### src/rtl/lsu_pkg.sv
// lsu_pkg: funct3 encodings, FSM states and the misalignment check shared by the load/store unit
package lsu_pkg;
  localparam logic [2:0] F3_B  = 3'b000;
  localparam logic [2:0] F3_H  = 3'b001;
  localparam logic [2:0] F3_W  = 3'b010;
  localparam logic [2:0] F3_BU = 3'b100;
  localparam logic [2:0] F3_HU = 3'b101;
  typedef enum logic [1:0] {IDLE, ISSUE, CAPTURE, RESP} state_t;
  function automatic logic misaligned(input logic [2:0] f3, input logic we, input logic [1:0] a);
    case (f3)
      F3_B:    return 1'b0;
      F3_H:    return a == 2'b11;
      F3_W:    return a != 2'b00;
      F3_BU:   return we;
      F3_HU:   return we | (a == 2'b11);
      default: return 1'b1;
    endcase
  endfunction
endpackage

### src/rtl/lsu_load_ext.sv
// lsu_load_ext: sign/zero extends a right-aligned RAM load word according to funct3
import lsu_pkg::*;
module lsu_load_ext (
  input  logic [2:0]  funct3,
  input  logic [31:0] raw,
  output logic [31:0] ext
);
  assign ext = funct3 == F3_B  ? {{24{raw[7]}}, raw[7:0]}   :
               funct3 == F3_H  ? {{16{raw[15]}}, raw[15:0]} :
               funct3 == F3_BU ? {24'b0, raw[7:0]}          :
               funct3 == F3_HU ? {16'b0, raw[15:0]}         : raw;
endmodule

### src/rtl/mem_access_unit.sv
// mem_access_unit: single-outstanding load/store initiator to a byte-enabled RAM; optional trap via LSU_MISALIGN_TRAP_EN
import lsu_pkg::*;
module mem_access_unit #(
  parameter int ADDR_WIDTH = 32,
  parameter int DATA_WIDTH = 32
) (
  input  logic                  clk,
  input  logic                  rstn,
  input  logic                  req_valid,
  output logic                  req_ready,
  input  logic                  req_we,
  input  logic [2:0]            req_funct3,
  input  logic [ADDR_WIDTH-1:0] req_addr,
  input  logic [DATA_WIDTH-1:0] req_wdata,
  input  logic [4:0]            req_rd,
  output logic                  resp_valid,
  input  logic                  resp_ready,
  output logic [DATA_WIDTH-1:0] resp_rdata,
  output logic [4:0]            resp_rd,
  output logic                  resp_err,
  output logic [2:0]            mem_rwtyp,
  output logic [ADDR_WIDTH-1:0] mem_addr,
  output logic [DATA_WIDTH-1:0] mem_data,
  output logic                  mem_wren,
  output logic                  mem_rden,
  input  logic [DATA_WIDTH-1:0] mem_q
);
  state_t state, nxt;
  logic we_q;
  logic bad;
  logic [31:0] ext;
  lsu_load_ext u_ext (.funct3(mem_rwtyp), .raw(mem_q), .ext(ext));
`ifdef LSU_MISALIGN_TRAP_EN
  assign bad = misaligned(mem_rwtyp, we_q, mem_addr[1:0]);
`else
  assign bad = 1'b0;
`endif
  // state register; reset aborts any in-flight access
  always_ff @(posedge clk or negedge rstn) begin
    if (!rstn) state <= IDLE;
    else       state <= nxt;
  end
  // next state and strobes; RAM strobes only ever fire in ISSUE and are suppressed for trapped requests
  always_comb begin
    nxt = state;
    req_ready = 1'b0;
    resp_valid = 1'b0;
    mem_wren = 1'b0;
    mem_rden = 1'b0;
    case (state)
      IDLE: begin
        req_ready = rstn;
        nxt = (req_valid && rstn) ? ISSUE : IDLE;
      end
      ISSUE: begin
        mem_wren = we_q & ~bad;
        mem_rden = ~we_q & ~bad;
        nxt = (we_q || bad) ? RESP : CAPTURE;
      end
      CAPTURE: nxt = RESP;
      default: begin
        resp_valid = 1'b1;
        nxt = resp_ready ? IDLE : RESP;
      end
    endcase
  end
  // request capture on accept, error latch in ISSUE, extended load data in CAPTURE
  always_ff @(posedge clk or negedge rstn) begin
    if (!rstn) begin
      we_q <= 1'b0;
      resp_rd <= '0;
      mem_rwtyp <= '0;
      mem_addr <= '0;
      mem_data <= '0;
      resp_rdata <= '0;
      resp_err <= 1'b0;
    end else begin
      if (req_valid && req_ready) begin
        we_q <= req_we;
        resp_rd <= req_rd;
        mem_rwtyp <= req_funct3;
        mem_addr <= req_addr;
        mem_data <= req_wdata;
        resp_rdata <= '0;
        resp_err <= 1'b0;
      end
      if (state == ISSUE) resp_err <= bad;
      if (state == CAPTURE) resp_rdata <= ext;
    end
  end
endmodule

### config.mk
export PLATFORM = sky130hd
export DESIGN_NAME = mem_access_unit
export DESIGN_NICKNAME = d
export VERILOG_FILES = /design/src/rtl/lsu_pkg.sv /design/src/rtl/lsu_load_ext.sv /design/src/rtl/mem_access_unit.sv
export SDC_FILE = /design/constraint.sdc
export NUM_CORES = 1
export LEC_CHECK = 0
export ABC_AREA = 0
export BUFFER_PORTS_ARGS = -buffer_cell sky130_fd_sc_hd__buf_2
export CORE_MARGIN = 1.5
export CORE_UTILIZATION = 46
export DETAILED_ROUTE_END_ITERATION = 8
export PLACE_DENSITY = 0.88
export SYNTH_ARGS = -nofsm -noshare
export SYNTH_HDL_FRONTEND = slang
export SYNTH_HIERARCHICAL = 1
export SYNTH_SLANG_ARGS = --single-unit
export TNS_END_PERCENT = 100
### constraint.sdc
create_clock -name clk -period 1.8 [get_ports clk]
set_input_delay 0.36 -clock clk [delete_from_list [all_inputs] [get_ports clk]]
set_output_delay 0.36 -clock clk [all_outputs]
set_load 0.01 [all_outputs]
==> impl_metrics.py <==
metrics = {
    "outcome": {
        "run_status": "finished clean",
    },
    "worst_hold_path": {
        "hold_path_startpoint": "resp_ready",
        "timing.hold.worst.class": "in2reg",
        "worstHoldPathCells": 2,
        "worst_hold_path.endpoint": "state[1]",
    },
    "synthesis": {
        "syn_nets": 458,
        "yosysUniqueCellTypes": 23,
        "yosys.area.top_type_share_pct": 58.3,
        "count_of_yosys_warnings_during_synthesis": 6,
        "synth.top_cells.by_area": "sky130_fd_sc_hd__dfrtp_1 (58%), sky130_fd_sc_hd__mux2_2 (16%), sky130_fd_sc_hd__a22o_1 (6.1%), sky130_fd_sc_hd__nor2b_1 (4.5%), sky130_fd_sc_hd__o21ai_0 (2.6%)",
        "synth-seq-cells": 107,
        "netlist.top_cell.by_area": "sky130_fd_sc_hd__dfrtp_1",
        "netlist_instances": 345,
        "syn-mean-instance-area_um2": 13.3,
        "synth.cell_area_um2": 4590,
        "yosysSeqAreaShare_pct": 58.3,
    },
    "critical_path": {
        "worst_r2r_startpoint": "state[0]",
        "timing.critical_path.fanout_max": 8,
        "critPathKind": "in2out",
        "crit_path_dat_ps": 1390,
        "ff2ff_setup_slack_ps": 130,
        "worst-r2r-cell-count": 5,
        "timing.critical_path.to_type": "primary output",
        "crit_required_ps": 1440,
        "worst_setup_path_start_kind": "primary input",
        "rr_endpoint": "mem_data[5]",
    },
    "clock_network": {
        "cts-htree-levels": 3,
        "cts-root-buf": "sky130_fd_sc_hd__clkbuf_8",
        "clock_insertion_delay_worst_skew_ps": 360,
        "cts_buffers": 9,
        "clk_path_buf_depth": 2,
        "cts_tree": "yes",
        "numClockSinks": 107,
        "cts.repair_timing.setup_buffer_count": 0,
        "clk_transition_reported_paths_ps": 100,
    },
    "drt": {
        "drtPass1Iterations": 4,
        "vias": 3429,
        "route.detailed.vias_per_inst": 5.00,
        "drt_iter0_drc": 93,
        "routed_wl_mm": 10.5,
        "detail_route.drc_violations": 0,
        "postRouteAntennaNets": 0,
        "route.detailed.wl_per_inst_um": 15.3,
    },
    "timing": {
        "maxClockFrequency_ghz": 0.571,
        "finalHoldViolations": 0,
        "slew_viol_final": 0,
        "min_period_over_period_pct": 97.4,
        "layout_setup_ws_ps": 47.6,
        "worstMarginPinSlew_ps": 638,
        "rsz0062_at_grt": "no",
        "fin_tns_setup_ps": 0,
        "timing.final.setup_violations": 0,
        "clk_skew_ps": 10.7,
        "slew_headroom_pct": 57.5,
        "period_minus_slack_ps": 1750,
        "final.hold.worst_slack_ps": 174,
    },
    "placed_design": {
        "dpl_worst_slack_ps": 172,
        "port_buffers": 216,
        "gp_congestion": 0.753,
        "dpl_cells": 669,
        "hpwlAfterDp_mm": 7.65,
    },
    "final_layout": {
        "final_layout_size_suffix_gt1_share_pct": 58.0,
        "final_common_cell": "sky130_fd_sc_hd__buf_2",
        "antennaDiodeCount": 0,
        "final_cell_count_no_fill": 686,
        "finalCoreUtilization_pct": 61.1,
        "flow.area_growth_from_synthesis_pct": 29.4,
        "layout_common_cells": "sky130_fd_sc_hd__buf_2 (215), sky130_fd_sc_hd__dfrtp_1 (107), sky130_fd_sc_hd__mux2_2 (66), sky130_fd_sc_hd__nor2b_1 (32), sky130_fd_sc_hd__a22o_1 (32)",
        "nNetsFinal": 661,
    },
    "floorplan": {
        "die_w_um": 103,
        "standard_cell_core_area_um2": 9730,
        "effective_utilization_at_floorplan_pct": 47.2,
        "die_height_um": 103,
        "rows": 36,
        "dieArea_um2": 10600,
        "io_pins": 218,
    },
    "grt": {
        "global_route.usage.total_pct": 19.2,
        "first_global_vias": 3262,
        "initial_antenna_violation_count": 0,
        "grt_overflow_total": 0,
        "grt_start_max_net_pins": 69,
        "first_pass_grt_wire_length_mm": 15.7,
    },
    "job": {
        "cap_viol_max_count": 0,
    },
    "power_and_ir_drop": {
        "static-leakage-power_nw": 3.11,
        "power_per_cell_area_nw_per_um2": 1730,
        "ir_worst_vdd_mv": 0.855,
    },
}
Yosys cell counts (all sizes together):
cell type  number
or4b            1
nor2b          33
o21ai          24
a22oi           1
a22o           32
a211oi          1
and2            2
nand3           1
inv             3
nand2          24
or2             1
ha              4
buf            28
mux2i           2
dfrtp         107
conb            1
mux2           73
clkbuf          7
power by group:
group	switching [mW]	internal [mW]	leakage (nW)
sequential	0.651	3.57	1.30
combinational	2.29	2.44	1.72
clock	0.834	0.514	0.0900
total	3.77	6.53	3.11
layout make-up:
| cell class | count | area, um^2 |
|---|---|---|
| fillers | 796 | 3790 |
| flip-flops and latches | 107 | 2680 |
| multi-input cells | 200 | 1700 |
| repair buffers | 227 | 1210 |
| well taps | 133 | 166 |
| clock buffers | 9 | 124 |
| clock inverters | 7 | 52.6 |
| inverters | 3 | 11.3 |
kinds of logic after synthesis:
kind of cell             Yosys count  share of synthesized area [%]
flip-flops                       107                           58.3
multiplexers                      75                           19.2
AND/OR/NAND/NOR                   62                           7.38
AO/OA/AOI/OAI                     58                           9.05
buffers and inverters             38                           4.90
adder cells (fa/ha/maj)            4                           1.09
other                              1                         0.0817
worst max-delay path by stage:
stage                       startpoint             end  slack [ps]  depth (start not counted)
after detailed placement      state[0]     mem_data[5]         170                          5
after floorplan           mem_rwtyp[0]  resp_rdata[16]         310                          5
after global routing          state[1]        mem_rden           2                          4
after CTS                     state[1]        mem_rden          20                          4
final                             rstn       req_ready          50                          4
after global placement        state[0]     mem_data[1]         240                          5
layer usage:
layer / track usage (%) / part of all wire (%) / up-vias
li1: - / - / 1589
met1: 23.4 / 41 / 1683
met2: 33.4 / 51 / 144
met3: 4.95 / 6.8 / 13
met4: 6.13 / 1.3 / 0
met5: 0 / 0 / -
state kept, by name, summed over array words and instances (netlist names):
name and count:
mem_addr 32, mem_data 32, resp_rdata 32, resp_rd 5, mem_rwtyp 3, state 2, we_q 1
critical path: stages:
cell and delay (ps):
sky130_fd_sc_hd__dlygate4sd3_1 550, sky130_fd_sc_hd__buf_4 180, sky130_fd_sc_hd__and2_1 150, sky130_fd_sc_hd__buf_2 140
through the flow:
stage / total power, mW / instance area, um^2
final: 10.3 / 5940
after global routing: 11.1 / 5940
after CTS: 10.4 / 5940
after detailed placement: 9.02 / 5750
after global placement: 8.76 / 5750
after floorplan: 7.12 / 4590
timing repair:
item / in CTS / in global routing
hold buffers: 1 / 0
resized for setup: 0 / 2
hold endpoints to repair: 4 / 0
endpoints found under the setup margin: 0 / 1
(Power assumes the default switching activity.)
